[src/rtl/regfile_wb_sched.sv]
// Writeback scheduler: four per-lane result FIFOs that drive the four regfile write ports.
// Same-register heads are serialized lowest-lane-first so that bundle order holds on WAW.
module regfile_wb_sched #(
  parameter int XLEN        = 32,
  parameter int E_SUPPORTED = 0,
  parameter int DEPTH       = 2,
  localparam int NUMREGS    = (E_SUPPORTED == 1) ? 16 : 32
) (
  input  logic                      clk,
  input  logic                      reset,
  input  logic [3:0]                WBValidE,
  output logic [3:0]                WBReadyE,
  input  logic [3:0][4:0]           WBRdE,
  input  logic [3:0][XLEN-1:0]      WBDataE,
  input  logic                      WBStall,
  input  logic                      Flush,
  output logic [3:0]                RFWe,
  output logic [3:0][4:0]           RFA,
  output logic [3:0][XLEN-1:0]      RFWd,
  output logic [NUMREGS-1:0]        PendingW,
  output logic                      IllegalRd
);

  localparam int PW = $clog2(DEPTH);
  localparam int CW = PW + 1;
  localparam logic [5:0] NUMREGS_W = 6'(NUMREGS);

  logic [4:0]      mem_rd   [4][DEPTH];
  logic [XLEN-1:0] mem_data [4][DEPTH];
  logic [PW-1:0]   wptr [4];
  logic [PW-1:0]   rptr [4];
  logic [CW-1:0]   cnt  [4];

  logic [3:0]      accept_p0;
  logic [3:0]      legal_p0;
  logic [3:0]      store_p0;
  logic            illegal_p0;
  logic            illegal_p1;

  logic [4:0]      head_rd_p0   [4];
  logic [XLEN-1:0] head_data_p0 [4];
  logic [3:0]      nonempty_p0;
  logic [3:0]      elig_p0;
  logic [3:0]      blocked_p0;
  logic [3:0]      grant_p0;
  logic            entry_vld_p0 [4][DEPTH];
  logic [PW-1:0]   off_p0;

  // Stage p0: enqueue qualification; illegal destinations are consumed but never stored.
  always_comb begin
    accept_p0  = '0;
    legal_p0   = '0;
    store_p0   = '0;
    illegal_p0 = 1'b0;
    for (int i = 0; i < 4; i++) begin
      WBReadyE[i]  = (cnt[i] < CW'(DEPTH));
      accept_p0[i] = WBValidE[i] && WBReadyE[i];
      legal_p0[i]  = ({1'b0, WBRdE[i]} < NUMREGS_W);
      store_p0[i]  = accept_p0[i] && legal_p0[i] && !Flush;
      if (accept_p0[i] && !legal_p0[i] && !Flush)
        illegal_p0 = 1'b1;
    end
  end

  // Stage p0: head selection and same-register arbitration, lowest lane wins.
  always_comb begin
    blocked_p0 = '0;
    grant_p0   = '0;
    for (int i = 0; i < 4; i++) begin
      head_rd_p0[i]   = mem_rd[i][rptr[i]];
      head_data_p0[i] = mem_data[i][rptr[i]];
      nonempty_p0[i]  = (cnt[i] != '0);
      elig_p0[i]      = nonempty_p0[i] && !WBStall && !Flush;
    end
    for (int i = 1; i < 4; i++) begin
      for (int j = 0; j < i; j++) begin
        if (elig_p0[j] && (head_rd_p0[j] == head_rd_p0[i]) && (head_rd_p0[i] != 5'd0))
          blocked_p0[i] = 1'b1;
      end
    end
    for (int i = 0; i < 4; i++)
      grant_p0[i] = elig_p0[i] && !blocked_p0[i];
  end

  // An x0 head still pops on grant, it just never raises a write enable.
  always_comb begin
    RFWe = '0;
    RFA  = '0;
    RFWd = '0;
    for (int i = 0; i < 4; i++) begin
      RFWe[i] = grant_p0[i] && (head_rd_p0[i] != 5'd0);
      RFA[i]  = nonempty_p0[i] ? head_rd_p0[i] : 5'd0;
      RFWd[i] = nonempty_p0[i] ? head_data_p0[i] : '0;
    end
  end

  always_comb begin
    off_p0 = '0;
    for (int i = 0; i < 4; i++) begin
      for (int k = 0; k < DEPTH; k++) begin
        off_p0             = PW'(k) - rptr[i];
        entry_vld_p0[i][k] = ({1'b0, off_p0} < cnt[i]);
      end
    end
  end

  always_comb begin
    PendingW = '0;
    for (int i = 0; i < 4; i++) begin
      for (int k = 0; k < DEPTH; k++) begin
        for (int r = 1; r < NUMREGS; r++) begin
          if (entry_vld_p0[i][k] && (mem_rd[i][k] == 5'(r)))
            PendingW[r] = 1'b1;
        end
      end
    end
  end

  // Stage p1: FIFO control state; Flush overrides every push and pop.
  always_ff @(posedge clk or posedge reset) begin
    if (reset) begin
      illegal_p1 <= 1'b0;
      for (int i = 0; i < 4; i++) begin
        cnt[i]  <= '0;
        wptr[i] <= '0;
        rptr[i] <= '0;
      end
    end else begin
      illegal_p1 <= illegal_p0;
      for (int i = 0; i < 4; i++) begin
        if (Flush) begin
          cnt[i]  <= '0;
          wptr[i] <= '0;
          rptr[i] <= '0;
        end else begin
          if (store_p0[i])
            wptr[i] <= wptr[i] + PW'(1);
          if (grant_p0[i])
            rptr[i] <= rptr[i] + PW'(1);
          cnt[i] <= cnt[i] + CW'(store_p0[i]) - CW'(grant_p0[i]);
        end
      end
    end
  end

  always_ff @(posedge clk) begin
    for (int i = 0; i < 4; i++) begin
      if (store_p0[i]) begin
        mem_rd[i][wptr[i]]   <= WBRdE[i];
        mem_data[i][wptr[i]] <= WBDataE[i];
      end
    end
  end

  assign IllegalRd = illegal_p1;

endmodule

[config.mk]
export PLATFORM = sky130hd
export DESIGN_NAME = regfile_wb_sched
export DESIGN_NICKNAME = d
export VERILOG_FILES = /design/src/rtl/regfile_wb_sched.sv
export SDC_FILE = /design/constraint.sdc
export NUM_CORES = 1
export LEC_CHECK = 0
export ABC_AREA = 1
export BUFFER_PORTS_ARGS = -buffer_cell sky130_fd_sc_hd__buf_2
export CAP_MARGIN = 10
export CORE_MARGIN = 2
export CORE_UTILIZATION = 45
export CTS_CLUSTER_SIZE = 25
export DETAILED_ROUTE_END_ITERATION = 10
export PLACE_DENSITY_LB_ADDON = 0.25
export SLEW_MARGIN = 20
export SYNTH_ARGS = -nofsm -noshare
export SYNTH_HDL_FRONTEND = slang
export SYNTH_SLANG_ARGS = --single-unit
[constraint.sdc]
create_clock -name clk -period 3.9 [get_ports clk]
set_input_delay 0.975 -clock clk [delete_from_list [all_inputs] [get_ports clk]]
set_output_delay 0.975 -clock clk [all_outputs]
set_load 0.005 [all_outputs]
Word level (Yosys, flattened, before mapping)

Memory sizes are Yosys's and may differ from the RTL's.
Index checks and enable logic that the tools add are counted.

Memories kept: 2
Bits in registers: 16
Output and inout bits: 189
Word-level logic and storage cells: 966
Input bits: 156
RAM bits: 296

Equality and inequality tests: 254
Magnitude comparators: 24
Reductions and logical operators: 308
Bitwise logic cells: 8
Mux-type cells: 334
$add $sub $neg: 24

Memories:

| name     | words | width | rd ports | clocked after Yosys merged registers in | write ports | RTL line | source |
|---|---|---|---|---|---|---|---|
| mem_data | 4     | 64    | 4        | 0                                       | 4           | 29       | `logic [XLEN-1:0] mem_data [4][DEPTH];` |
| mem_rd   | 4     | 10    | 4        | 0                                       | 4           | 28       | `logic [4:0] mem_rd [4][DEPTH];` |

Operators by type and width:

| operator              | number |
|---|---|
| $eq A5 B5 Y1 const B  | 128 |
| $mux W32              | 20 |
| $eq A5 B4 Y1 const B  | 64 |
| $logic_and A1 B1 Y1   | 287 |
| $mux W1               | 274 |
| $mux W64              | 4 |
| $eq A5 B3 Y1 const B  | 32 |
| $demux W32 S1         | 4 |
| $mux W5               | 20 |
| $eq A5 B2 Y1 const B  | 16 |
| $eq A5 B1 Y1 const B  | 8 |
| $mux W10              | 4 |
| $eq A5 B5 Y1          | 6 |
| $reduce_bool A2 Y1    | 12 |
| $demux W5 S1          | 4 |
| $reduce_bool A5 Y1    | 4 |
| $ge A2 B2 Y1 const B  | 8 |
| $lt A1 B2 Y1          | 8 |
| $not A1 Y2            | 8 |
| $add A1 B1 Y1 const B | 8 |
| $add A2 B1 Y2         | 4 |
| $lt A2 B1 Y1 const B  | 4 |
| $lt A2 B2 Y1 const B  | 4 |
| $mux W2               | 4 |
| other kinds (3)       | 17 |

Longest topological paths before layout

Gate-level depths: netlist of the first run.

Depth after elaboration: 14
Mapped depth: 19
Depth with buffers taken out: 18

Worst setup path before layout of the first run

Ideal clock, no wire load.

Path kind: input port to flip-flop
Start point: in Flush
End point: mem mem_data[2][0] in the netlist's numbering, enable pin
Data required time: 3.469 ns
Cell stages on the path: 4
Path slack: 0.455 ns
Library setup time: 0.431 ns
Arrival time: 3.013 ns
Cells stage by stage: buf_6 -> inv_1 -> nand3_1 -> nor2_1

RTL lines:

| element            | RTL line | source |
|---|---|---|
| start: declaration | 16       | `input logic Flush,` |
| end: declaration   | 29       |  |

Worst setup path after layout of the first run

Start point: reg rptr[3] in the netlist's numbering
End point: out PendingW[25]

Word-level cells in the longest chain between the ends: 11
Elaborated cells between the ends (all ways): 14
Those cells by class: add/sub: 2; order compare: 2; mux: 8; reduce/logical: 2

RTL lines:

| element                          | RTL line | source |
|---|---|---|
| start: declaration               | 31       | `logic [PW-1:0] rptr [4];` |
| start signal: indexed assignment | 139      | `rptr[i] <= rptr[i] + PW'(1);` |
| $sub A1 B1 Y1                    | 101      | `off_p0 = PW'(k) - rptr[i];` |
| $lt A1 B2 Y1                     | 102      | `entry_vld_p0[i][k] = ({1'b0, off_p0} < cnt[i]);` |
| $logic_and A1 B1 Y1              | 112      | `if (entry_vld_p0[i][k] && (mem_rd[i][k] == 5'(r)))` |
| $mux W1                          | 112      |  |
| $mux W1 (*) (7 in series)        | 112      |  |
| end: declaration                 | 20       | `output logic [NUMREGS-1:0] PendingW,` |

Mark *: on every way between the ends. The rest lies on a longest branch, timed or not.

==> summary.md, run 1 <==
| Metric | Value |
|---|---|
| Status | `completed` |
| Final Critical Period | `3.76 ns` |
| Commonest non-fill, non-tap cell in the layout | `nand2_1` |
| Sequential power share | `43.1%` |
| Placeable Area | `33,400 µm²` |
| Area growth, synth to finish | `21.8%` |
| Setup violations, final | `0` |
| Simple-Gate Fraction of Synth Area | `21.8%` |
| Reg2reg start | `rptr[0]$_DFFE_PP0P_` |
| 1st-iter DRT viols | `1,410` |
| Via count | `13,300` |
| Cell-internal power | `0.00640 W` |
| Nets | `2,131` |
| Final period util | `96.4%` |
| Max incr delay on CP | `0.56 ns` |
| Compound-Gate Fraction of Synth Area | `10.1%` |
| Metal-1 WL | `21.1 mm` |
| Flop2flop setup slack | `1.06 ns` |
| Critical Path AT | `2.79 ns` |
| Post-Route WL | `51.1 mm` |
| Worst setup SP type | `register` |
| Max VDD drop | `0.000473 V` |
| Number of flops mapped to enable cells by yosys | `296` |
| Mux contribution to synthesized area | `0%` |
| Total power per unit cell area | `503 nW/µm²` |
| DIE HEIGHT | `188 µm` |
| Leakage | `7.93 nW` |
| Top cell family by delay on the critical path | `compound AO/OA/AOI/OAI gates` |
| Detailed Place HPWL | `38.0 mm` |
| DRC Markers | `0` |
| Hold WC Path Type | `input port to asynchronous set/reset pin` |
| Die X | `188 µm` |
| CP Buf/Inv Count | `2` |
| CTS tree | `built` |
| Switch share | `31.2%` |
| RD Place Congestion | `1.01` |
| Number of post-CTS setup repair buffers | `0` |
| Clock Pin Slew Worst Setup and Hold Paths | `0.06 ns` |
| Synthesized area | `15,200 µm²` |
| Setup Crit Path Kind | `register to primary output` |
| Skew final | `0.0197 ns` |
| Top Metal Used | `met5` |
| Crit. End Element | `primary output` |
| Async SR Flop Fraction | `5.13%` |
| Tot GR Track Use | `28.5%` |
| Adder-cell share of the synthesized area | `0.494%` |
| Worst path slowest cell | `dfrtp_1` |
| RSZ-0062 raised after global routing | `true` |
| Synth unique cells | `45` |
| Placed Area | `17,500 µm²` |
| Metal2 WL | `24.4 mm` |
| Critical Path, Cell by Cell | `o21ai_1 > nand2_2 > clkinvlp_4 > a22oi_1 > o221ai_1 > nor2_1 > nand4_1 > buf_2` |
| Core Util, Final | `55.5%` |
| Antenna diodes | `0` |
| Max_cap viols | `0` |
| Initial antenna violation count | `2` |
| Vias in the first global route | `13,000` |
| # hold bufs at CTS | `0` |
| Logic pwr share | `24.5%` |
| Met3 WL | `4.12 mm` |
| Vias per inst | `5.43` |
| Final Hold Fails | `0` |
| Slew Limit Fails | `0` |
| Largest net degree at the start of global routing | `41` |
| Most frequent cells in the layout | `nand2_1, buf_2, edfxtp_1` |
| Clk buf depth | `3` |
| P_sw | `0.00291 W` |
| Slew Limit Headroom | `47.2%` |
| Cts bufs inserted | `31` |
| Initial Util | `45.6%` |
| IO Pins | `345` |
| Worst-Margin Slew | `0.790 ns` |
| Detail Route Antenna Nets | `0` |
| Critical Path Fanout Max | `11` |
| Row cnt | `67` |
| Cell count after synthesis | `1,625` |
| Clk pwr share | `32.4%` |
| Avg WL per Cell | `20.9 µm` |
| Fmax | `266 MHz` |
| Xor/xnor cell area share of the yosys netlist | `0.732%` |
| Global route overflow | `0` |
| Main combinational cell family by area after synthesis | `simple AND/OR/NAND/NOR gates` |
| Global-route wire length before repair | `76.9 mm` |
| Primary FF master, synth | `edfxtp_1` |
| Total number of yosys warnings | `0` |
| Total die area | `35,300 µm²` |
| Syn_area_per_cell | `9.36 µm²` |
| Critical path required time | `2.92 ns` |
| Fill count | `3,109` |
| Reg-to-reg endpoint | `cnt[1]$_DFF_PP0_` |
| Design Area, Final | `18,500 µm²` |
| Clock latency on the worst-skew pair | `0.57 ns` |
| Sequential-to-total area share from yosys stat | `61.1%` |
| Reg2Reg Depth | `16` |
| Clk root buf | `clkbuf_16` |
| Share of cells above drive strength 1 | `22.8%` |
| Number of synthesized register bits | `312` |
| Drt pass-1 iters | `5` |
| Max H-tree Level | `1` |
| PortBufs | `342` |
| Num Clock Sinks | `312` |
-- through the flow --
step / TNS [ns] / hold WS, ns / setup slack, ns / cells / power [W]
final: 0 / 0.549 / 0.139 / 2441 / 0.00931
after global routing: -0.0396 / 0.571 / -0.0396 / 2441 / 0.00973
after CTS: 0 / 0.547 / 0.0482 / 2441 / 0.00935
after detailed placement: 0 / 0.566 / 0.607 / 2384 / 0.00634
after global placement: 0 / 0.558 / 0.615 / 2384 / 0.00632
after floorplan: 0 / 0.483 / 0.455 / 1626 / 0.00533
-- kinds of logic after synthesis --
logic type               after synthesis
AND/OR/NAND/NOR                      828
flip-flops                           312
AO/OA/AOI/OAI                        264
buffers and inverters                203
XOR/XNOR                              11
adder cells (fa/ha/maj)                6
other                                  1
-- worst max path at each step --
stage                   startpoint                       end  slack [ns]  cells after the start
6_report       rptr[3]$_DFFE_PP0P_              PendingW[25]        0.14                      8
5_1_grt        rptr[0]$_DFFE_PP0P_                   RFWe[3]       -0.04                     12
4_1_cts        rptr[2]$_DFFE_PP0P_              PendingW[15]        0.05                      8
3_5_place_dp                 Flush                   RFWe[1]        0.61                      9
3_3_place_gp                 Flush                   RFWe[1]        0.62                      9
2_1_floorplan                Flush  mem_data[2][0]$_DFFE_PP_        0.46                      4
-- cells in the mapped netlist (10+ instances only) --
| library cell | number | area, µm² |
|---|---|---|
| edfxtp_1 | 296 | 8890 |
| clkbuf_1 | 30 | 113 |
| nand3_1 | 44 | 220 |
| nand2_1 | 537 | 2020 |
| a21oi_1 | 142 | 711 |
| nor2_1 | 198 | 743 |
| o21ai_1 | 10 | 50.1 |
| inv_1 | 132 | 495 |
| nor3_1 | 15 | 75.1 |
| dfrtp_1 | 16 | 400 |
| a22oi_1 | 13 | 97.6 |
| o2111ai_1 | 11 | 96.3 |
| o22ai_1 | 33 | 206 |
| o21ai_0 | 19 | 95.1 |
| nand4_1 | 16 | 100 |
| buf_2 | 13 | 65.1 |
-- registers in the layout, indices dropped and copies added, names as in the netlist --
signal	count
cnt	8
mem_data	256
mem_rd	40
rptr	4
wptr	4
-- cell type report --
cell class | count | area (µm²) | share of cell area, %
inverter | 139 | 533 | 2.88
multi-input combinational | 1111 | 5130 | 27.7
tap | 448 | 561 | 3.03
sequential | 312 | 9290 | 50.2
clock inverter | 18 | 213 | 1.15
clock buffer | 39 | 806 | 4.35
timing repair buffer | 374 | 1980 | 10.7
-- metal layers --
layer,GRT usage [%],up-vias
met1,38.5,6347
met3,5.35,90
met4,8.75,2
met5,0,-
met2,46.9,624
li1,-,6197
-- repair_timing --
action	in CTS	in global routing
setup endpoints to repair	0	15
resized for setup	0	6
hold endpoints to repair	0	0
-- power groups by stage --
stage	registers (W)	logic (W)	clock network (W)
final	0.00402	0.00228	0.00302
after global routing	0.00404	0.00250	0.00319
after CTS	0.00402	0.00226	0.00307
after detailed placement	0.00409	0.00225	0
after global placement	0.00408	0.00225	0
after floorplan	0.00404	0.00129	0
(Power assumes the default switching activity.)
==> run 2, diff against run 1 <==
Settings changed: ABC_AREA 1 to default.
==> run 2 against run 1 <==
Against the previous run:
- synthesized cell count fell by 30%
- register-to-register slack got worse by 0.29 ns
- non-clock buffer count fell by 5
- global-route usage fell by 2.3 points
- core utilization rose by 1.1 points
- sequential power rose by 2%
- clock-buffer cell count rose by 9
- total power barely moved
- clock power rose by 6.6%
- sequential share of layout area rose by 1.6 points
- setup slack got worse by 0.068 ns
- critical path type unchanged
==> summary.md, run 2 <==
| Metric | Value |
|---|---|
| Async SR Flop Fraction | `5.13%` |
| Status | `completed` |
| Via count | `11,100` |
| Final period util | `98.2%` |
| Drt pass-1 iters | `6` |
| Cell count after synthesis | `1,136` |
| Placeable Area | `31,700 µm²` |
| PortBufs | `342` |
| Max VDD drop | `0.000443 V` |
| Max reg flops | `256` |
| 1st-iter DRT viols | `886` |
| Crit. Startpoint | `rptr[0]$_DFFE_PP0P_` |
| Max_cap viols | `0` |
| Primary FF master, synth | `edfxtp_1` |
| Post-Route WL | `45.0 mm` |
| Area growth, synth to finish | `23.2%` |
| Max incr delay on CP | `0.62 ns` |
| Die X | `184 µm` |
| Total number of yosys warnings | `0` |
| Top cell type by total area after synthesis | `edfxtp_1` |
| Setup_tns | `0 ns` |
| Placed Area | `16,800 µm²` |
| Clk buf depth | `3` |
| CTS tree | `built` |
| Nets | `1,644` |
| Slew Limit Headroom | `49.1%` |
| Post-Place Setup Slack | `0.491 ns` |
| Cell-internal power | `0.00668 W` |
| Clk pwr share | `34.6%` |
| Synth top area share | `61.0%` |
| RSZ-0062 raised after global routing | `false` |
| Total power per unit cell area | `518 nW/µm²` |
| RD Place Congestion | `0.986` |
| DRC Markers | `0` |
| Tot GR Track Use | `26.2%` |
| Fin Hold WS | `0.565 ns` |
| Setup violations, final | `0` |
| Largest net degree at the start of global routing | `40` |
| Final Critical Period | `3.83 ns` |
| Top post-synthesis cells by area | `edfxtp_1, mux2i_1, nor2_1` |
| Sequential power share | `44.0%` |
| Worst-Margin Slew | `0.761 ns` |
| DIE HEIGHT | `184 µm` |
| Number of synthesized register bits | `312` |
| Worst setup margin | `0.0710 ns` |
| Share of cells above drive strength 1 | `30.9%` |
| Number of flops mapped to enable cells by yosys | `296` |
| Row cnt | `65` |
| Total die area | `33,900 µm²` |
| Global-route wire length before repair | `66.9 mm` |
| Clock Pin Slew Worst Setup and Hold Paths | `0.06 ns` |
| Critical path required time | `2.92 ns` |
| Slew Limit Fails | `0` |
| Crit. End Element | `primary output` |
| Vias per inst | `5.81` |
| Number of post-CTS setup repair buffers | `0` |
| Fill count | `2,735` |
| Worst setup SP type | `register` |
| Skew final | `0.0170 ns` |
| Num Clock Sinks | `312` |
| Global route overflow | `0` |
| Max H-tree Level | `2` |
| Logic pwr share | `21.4%` |
| Critical Path, Cell by Cell | `inv_1 > a21oi_1 > or2_2 > nor3b_1 > a32oi_1 > nand4_1 > buf_2` |
| Avg WL per Cell | `23.5 µm` |
| Most common cell in the netlist | `edfxtp_1` |
| Sequential-to-total area share from yosys stat | `63.7%` |
| Clk root buf | `clkbuf_16` |
| Initial antenna violation count | `4` |
| Leakage | `6.77 nW` |
| Synth unique cells | `52` |
| Setup Crit Path Kind | `register to primary output` |
| Fmax | `261 MHz` |
| Initial Util | `46.0%` |
| Top post-synthesis cells by count | `edfxtp_1, nor2_1, mux2i_1` |
| Core Util, Final | `56.6%` |
| Switch share | `28.3%` |
| Clock latency on the worst-skew pair | `0.52 ns` |
| Worst path slowest cell | `nor3b_1` |
| Critical Path AT | `2.85 ns` |
| Cts bufs inserted | `34` |
| IO Pins | `345` |
| Hold WC Path Type | `input port to asynchronous set/reset pin` |
| P_sw | `0.00263 W` |
| Detail Route Antenna Nets | `0` |
| Reg2reg start | `rptr[0]$_DFFE_PP0P_` |
| Most frequent cells in the layout | `buf_2, edfxtp_1, nor2_1` |
| Commonest non-fill, non-tap cell in the layout | `buf_2` |
| Detailed Place HPWL | `32.4 mm` |
| Synthesized area | `14,600 µm²` |
| Critical Path Fanout Max | `10` |
| Vias in the first global route | `11,300` |
| Syn_area_per_cell | `12.8 µm²` |
| Final Hold Fails | `0` |
| Design Area, Final | `18,000 µm²` |
==> run 2: cell count changes after synthesis, sizes merged, moves of 30 or more <==
cell and change:
nand2 -504, mux2i +151, a21oi -130, inv -124
nor2b +32, nand3 -30, o22ai +30
==> run 2: final cells by class <==
| class | instances | area [µm²] | area share, % |
|---|---|---|---|
| flip-flops and latches | 312 | 9290 | 51.7 |
| multi-input cells | 751 | 5050 | 28.1 |
| repair buffers | 369 | 1930 | 10.7 |
| clock buffers | 48 | 935 | 5.20 |
| well taps | 402 | 503 | 2.80 |
| clock inverters | 13 | 190 | 1.06 |
| inverters | 14 | 52.6 | 0.293 |
| diodes | 4 | 10.0 | 0.0557 |
==> run 2: path summary, 6_finish.rpt <==
| kind | endpoint | slack, ns | depth (start not counted) |
|---|---|---|---|
| max | PendingW[7] | 0.07 | 7 |
| min | cnt[3]$_DFF_PP0_ | 0.57 | 2 |
| max reg2reg | cnt[1]$_DFF_PP0_ | 0.77 | 11 |
| min reg2reg | wptr[0]$_DFFE_PP0P_ | 0.62 | 2 |
| max in group asynchronous | rptr[2]$_DFFE_PP0P_ | 2.84 | 2 |
| min in group clk | wptr[0]$_DFFE_PP0P_ | 0.62 | 2 |
==> run 2: kinds of logic after synthesis <==
logic type | Yosys count | synth area share [%]
AO/OA/AOI/OAI | 152 | 7.33
buffers and inverters | 74 | 2.16
AND/OR/NAND/NOR | 401 | 13.1
multiplexers | 151 | 10.8
adder cells (fa/ha/maj) | 6 | 0.515
XOR/XNOR | 39 | 2.34
flip-flops | 312 | 63.7
other | 1 | 0.0257
==> run 2: per-stage QoR <==
step	std cells	power, W
6_report	1913	0.00931
5_1_grt	1911	0.00970
4_1_cts	1909	0.00938
3_5_place_dp	1848	0.00615
3_3_place_gp	1848	0.00614
2_1_floorplan	1137	0.00527
==> run 2: timing repair <==
action / in CTS / in global routing
endpoints found under the setup margin: 0 / 1
hold buffers: 0 / 0
resized for setup: 0 / 2
==> run 2: per-layer routing <==
| layer | vias to the layer above | track usage (%) | wire (µm) |
|---|---|---|---|
| met1 | 5440 | 32.2 | 17400 |
| met5 | - | 0 | 13 |
| met2 | 552 | 44.7 | 22200 |
| met4 | 2 | 8.93 | 1560 |
| li1 | 4990 | - | - |
| met3 | 122 | 7.23 | 3850 |
==> run 2: power by group through the flow <==
stage               registers, W  logic [W]  clock network, W
floorplan                0.00406    0.00121                 0
global placement         0.00415    0.00199                 0
detailed placement       0.00416    0.00199                 0
CTS                      0.00409    0.00200           0.00329
global route             0.00412    0.00217           0.00342
finish                   0.00410    0.00199           0.00322
==> run 2: worst max-delay path, delay by kind of cell, from the launching register on <==
family	cells	cell delay [ns]
AND/OR/NAND/NOR	3	1.18
flip-flops	1	0.52
AO/OA/AOI/OAI	2	0.35
buffers and inverters	2	0.29
==> run 3, diff against run 2 <==
Settings changed: CORE_UTILIZATION 45 to 25, TNS_END_PERCENT from default to 100.
==> run 3 against run 2 <==
Against the previous run:
- first-iteration DRC count up 1.7%
- register-to-register slack better by 0.08 ns
- worst hold slack worse by 0.00078 ns
- wire length up 13%
- final cell count up 19%
- cell area up 3.4%
- clock-buffer cell count up 2
- total power up 2.4%
- largest power group unchanged
- sequential share of layout area down 1.7 points
- clock power up 5%
- die area up 78%
==> summary.md, run 3 (synthesis gave the netlist of run 2 again) <==
| Metric | Value |
|---|---|
| Tot GR Track Use | `16.4%` |
| Setup Crit Path Kind | `register to primary output` |
| Vias in the first global route | `11,000` |
| Critical Path AT | `2.85 ns` |
| Placeable Area | `57,700 µm²` |
| Fill count | `5,976` |
| Setup violations, final | `0` |
| Final Critical Period | `3.83 ns` |
| DRC Markers | `0` |
| Nets | `1,656` |
| Worst-Margin Slew | `0.849 ns` |
| CTS tree | `built` |
| Status | `completed` |
| Via count | `10,900` |
| Global route overflow | `0` |
| Critical path required time | `2.92 ns` |
| Fmax | `261 MHz` |
| Detailed Place HPWL | `37.4 mm` |
| Post-Route WL | `50.9 mm` |
| Max reg flops | `256` |
| Clk buf depth | `3` |
| Initial antenna violation count | `10` |
| Largest net degree at the start of global routing | `40` |
| Total power per unit cell area | `513 nW/µm²` |
| Worst setup SP type | `register` |
| Number of post-CTS setup repair buffers | `0` |
| Slew Limit Headroom | `43.3%` |
| Commonest non-fill, non-tap cell in the layout | `buf_2` |
| Vias per inst | `4.78` |
| Detail Route Antenna Nets | `0` |
| Initial Util | `25.3%` |
| RD Place Congestion | `0.949` |
| Avg WL per Cell | `22.3 µm` |
| Cts bufs inserted | `37` |
| IO Pins | `345` |
| PortBufs | `342` |
| Reg2Reg Depth | `11` |
| Row cnt | `88` |
| Post-Place Setup Slack | `0.452 ns` |
| Max H-tree Level | `2` |
| Critical Path Fanout Max | `10` |
| Clock latency on the worst-skew pair | `0.54 ns` |
| Global-route wire length before repair | `73.5 mm` |
| Core Util, Final | `32.2%` |
| PostCTS Resize Cnt | `0` |
| Critical Path, Cell by Cell | `inv_1 > a21oi_1 > nor2b_1 > nand3_1 > o32ai_1 > or4_1 > buf_2` |
| Max_cap viols | `0` |
| Num Clock Sinks | `312` |
| Total die area | `60,300 µm²` |
| Slew Limit Fails | `0` |
| Worst path slowest cell | `nor2b_1` |
| Most frequent cells in the layout | `buf_2, edfxtp_1, nor2_1` |
| Skew final | `0.0123 ns` |
| Die X | `245 µm` |
| Max VDD drop | `0.000351 V` |
| Area growth, synth to finish | `27.3%` |
| Final period util | `98.1%` |
| Hold WC Path Type | `input port to asynchronous set/reset pin` |
| Worst setup margin | `0.0731 ns` |
| Final Hold Fails | `0` |
| Drt pass-1 iters | `6` |
| Max incr delay on CP | `0.52 ns` |
| Clk root buf | `clkbuf_16` |
| Clock Pin Slew Worst Setup and Hold Paths | `0.06 ns` |
| 1st-iter DRT viols | `901` |
| Share of cells above drive strength 1 | `31.5%` |
| # hold bufs at CTS | `0` |
| Placed Area | `17,400 µm²` |
| Design Area, Final | `18,600 µm²` |
| Leakage | `6.85 nW` |
| DIE HEIGHT | `245 µm` |
| Crit. End Element | `primary output` |
| RSZ-0062 raised after global routing | `true` |
| FF+latch area | `9290 µm²` |
| Multi-input logic area | `5070 µm²` |
[run 3: changes by cell type in the layout (fill, tap and decap cells not counted), moves of 3 or more]
cell       previous run  this run
buf_4                26        34
clkbuf_16            35        39
inv_6                 0         3
mux2i_2              16        13
diode_2               4         1
clkbuf_1             12         8
[run 3: area by class of cell]
type                       count  area share (%)
tap                          765            5.16
clock inverter                14           0.721
inverter                      14           0.283
timing repair buffer         378            10.8
multi-input combinational    751            27.3
clock buffer                  50            5.64
sequential                   312            50.1
antenna                        1          0.0135
[run 3: per-stage QoR]
stage,TNS (ns),power (W),hold WS (ns),cells
3_3_place_gp,0,0.00625,0.595,2220
3_5_place_dp,0,0.00625,0.606,2220
6_report,0,0.00953,0.565,2285
4_1_cts,0,0.00967,0.558,2284
2_1_floorplan,0,0.00527,0.524,1137
5_1_grt,-0.0355,0.0100,0.586,2285
[run 3: path summary, 6_finish.rpt]
kind                            slack [ns]                  end           startpoint
worst max-delay path                  0.07         PendingW[28]  rptr[0]$_DFFE_PP0P_
worst min-delay path                  0.56  rptr[2]$_DFFE_PP0P_                reset
worst max register to register        0.85     cnt[1]$_DFF_PP0_  rptr[2]$_DFFE_PP0P_
worst min register to register        0.62  wptr[2]$_DFFE_PP0P_  wptr[2]$_DFFE_PP0P_
max in group asynchronous             2.80  rptr[3]$_DFFE_PP0P_                reset
min in group clk                      0.62  wptr[2]$_DFFE_PP0P_  wptr[2]$_DFFE_PP0P_
[run 3: where the power goes]
part           switching [W]  leakage (nW)  internal [W]
registers           0.000155          2.92       0.00392
logic                0.00126          3.35      0.000819
clock network        0.00136         0.576       0.00202
[run 3: critical path, delay by kind of cell (launching register included)]
| kind | cells | cell delay (ns) |
|---|---|---|
| compound gates | 2 | 0.44 |
| simple gates | 3 | 1.13 |
| flops | 1 | 0.50 |
| buf+inv | 2 | 0.24 |
[run 3: metal layers]
metal	track usage, %	vias up	part of all wire [%]
li1	-	5002	-
met1	20.8	5410	42
met2	27.2	413	49
met3	4.65	92	7.3
met4	4.39	12	2.2
met5	0	-	0.18
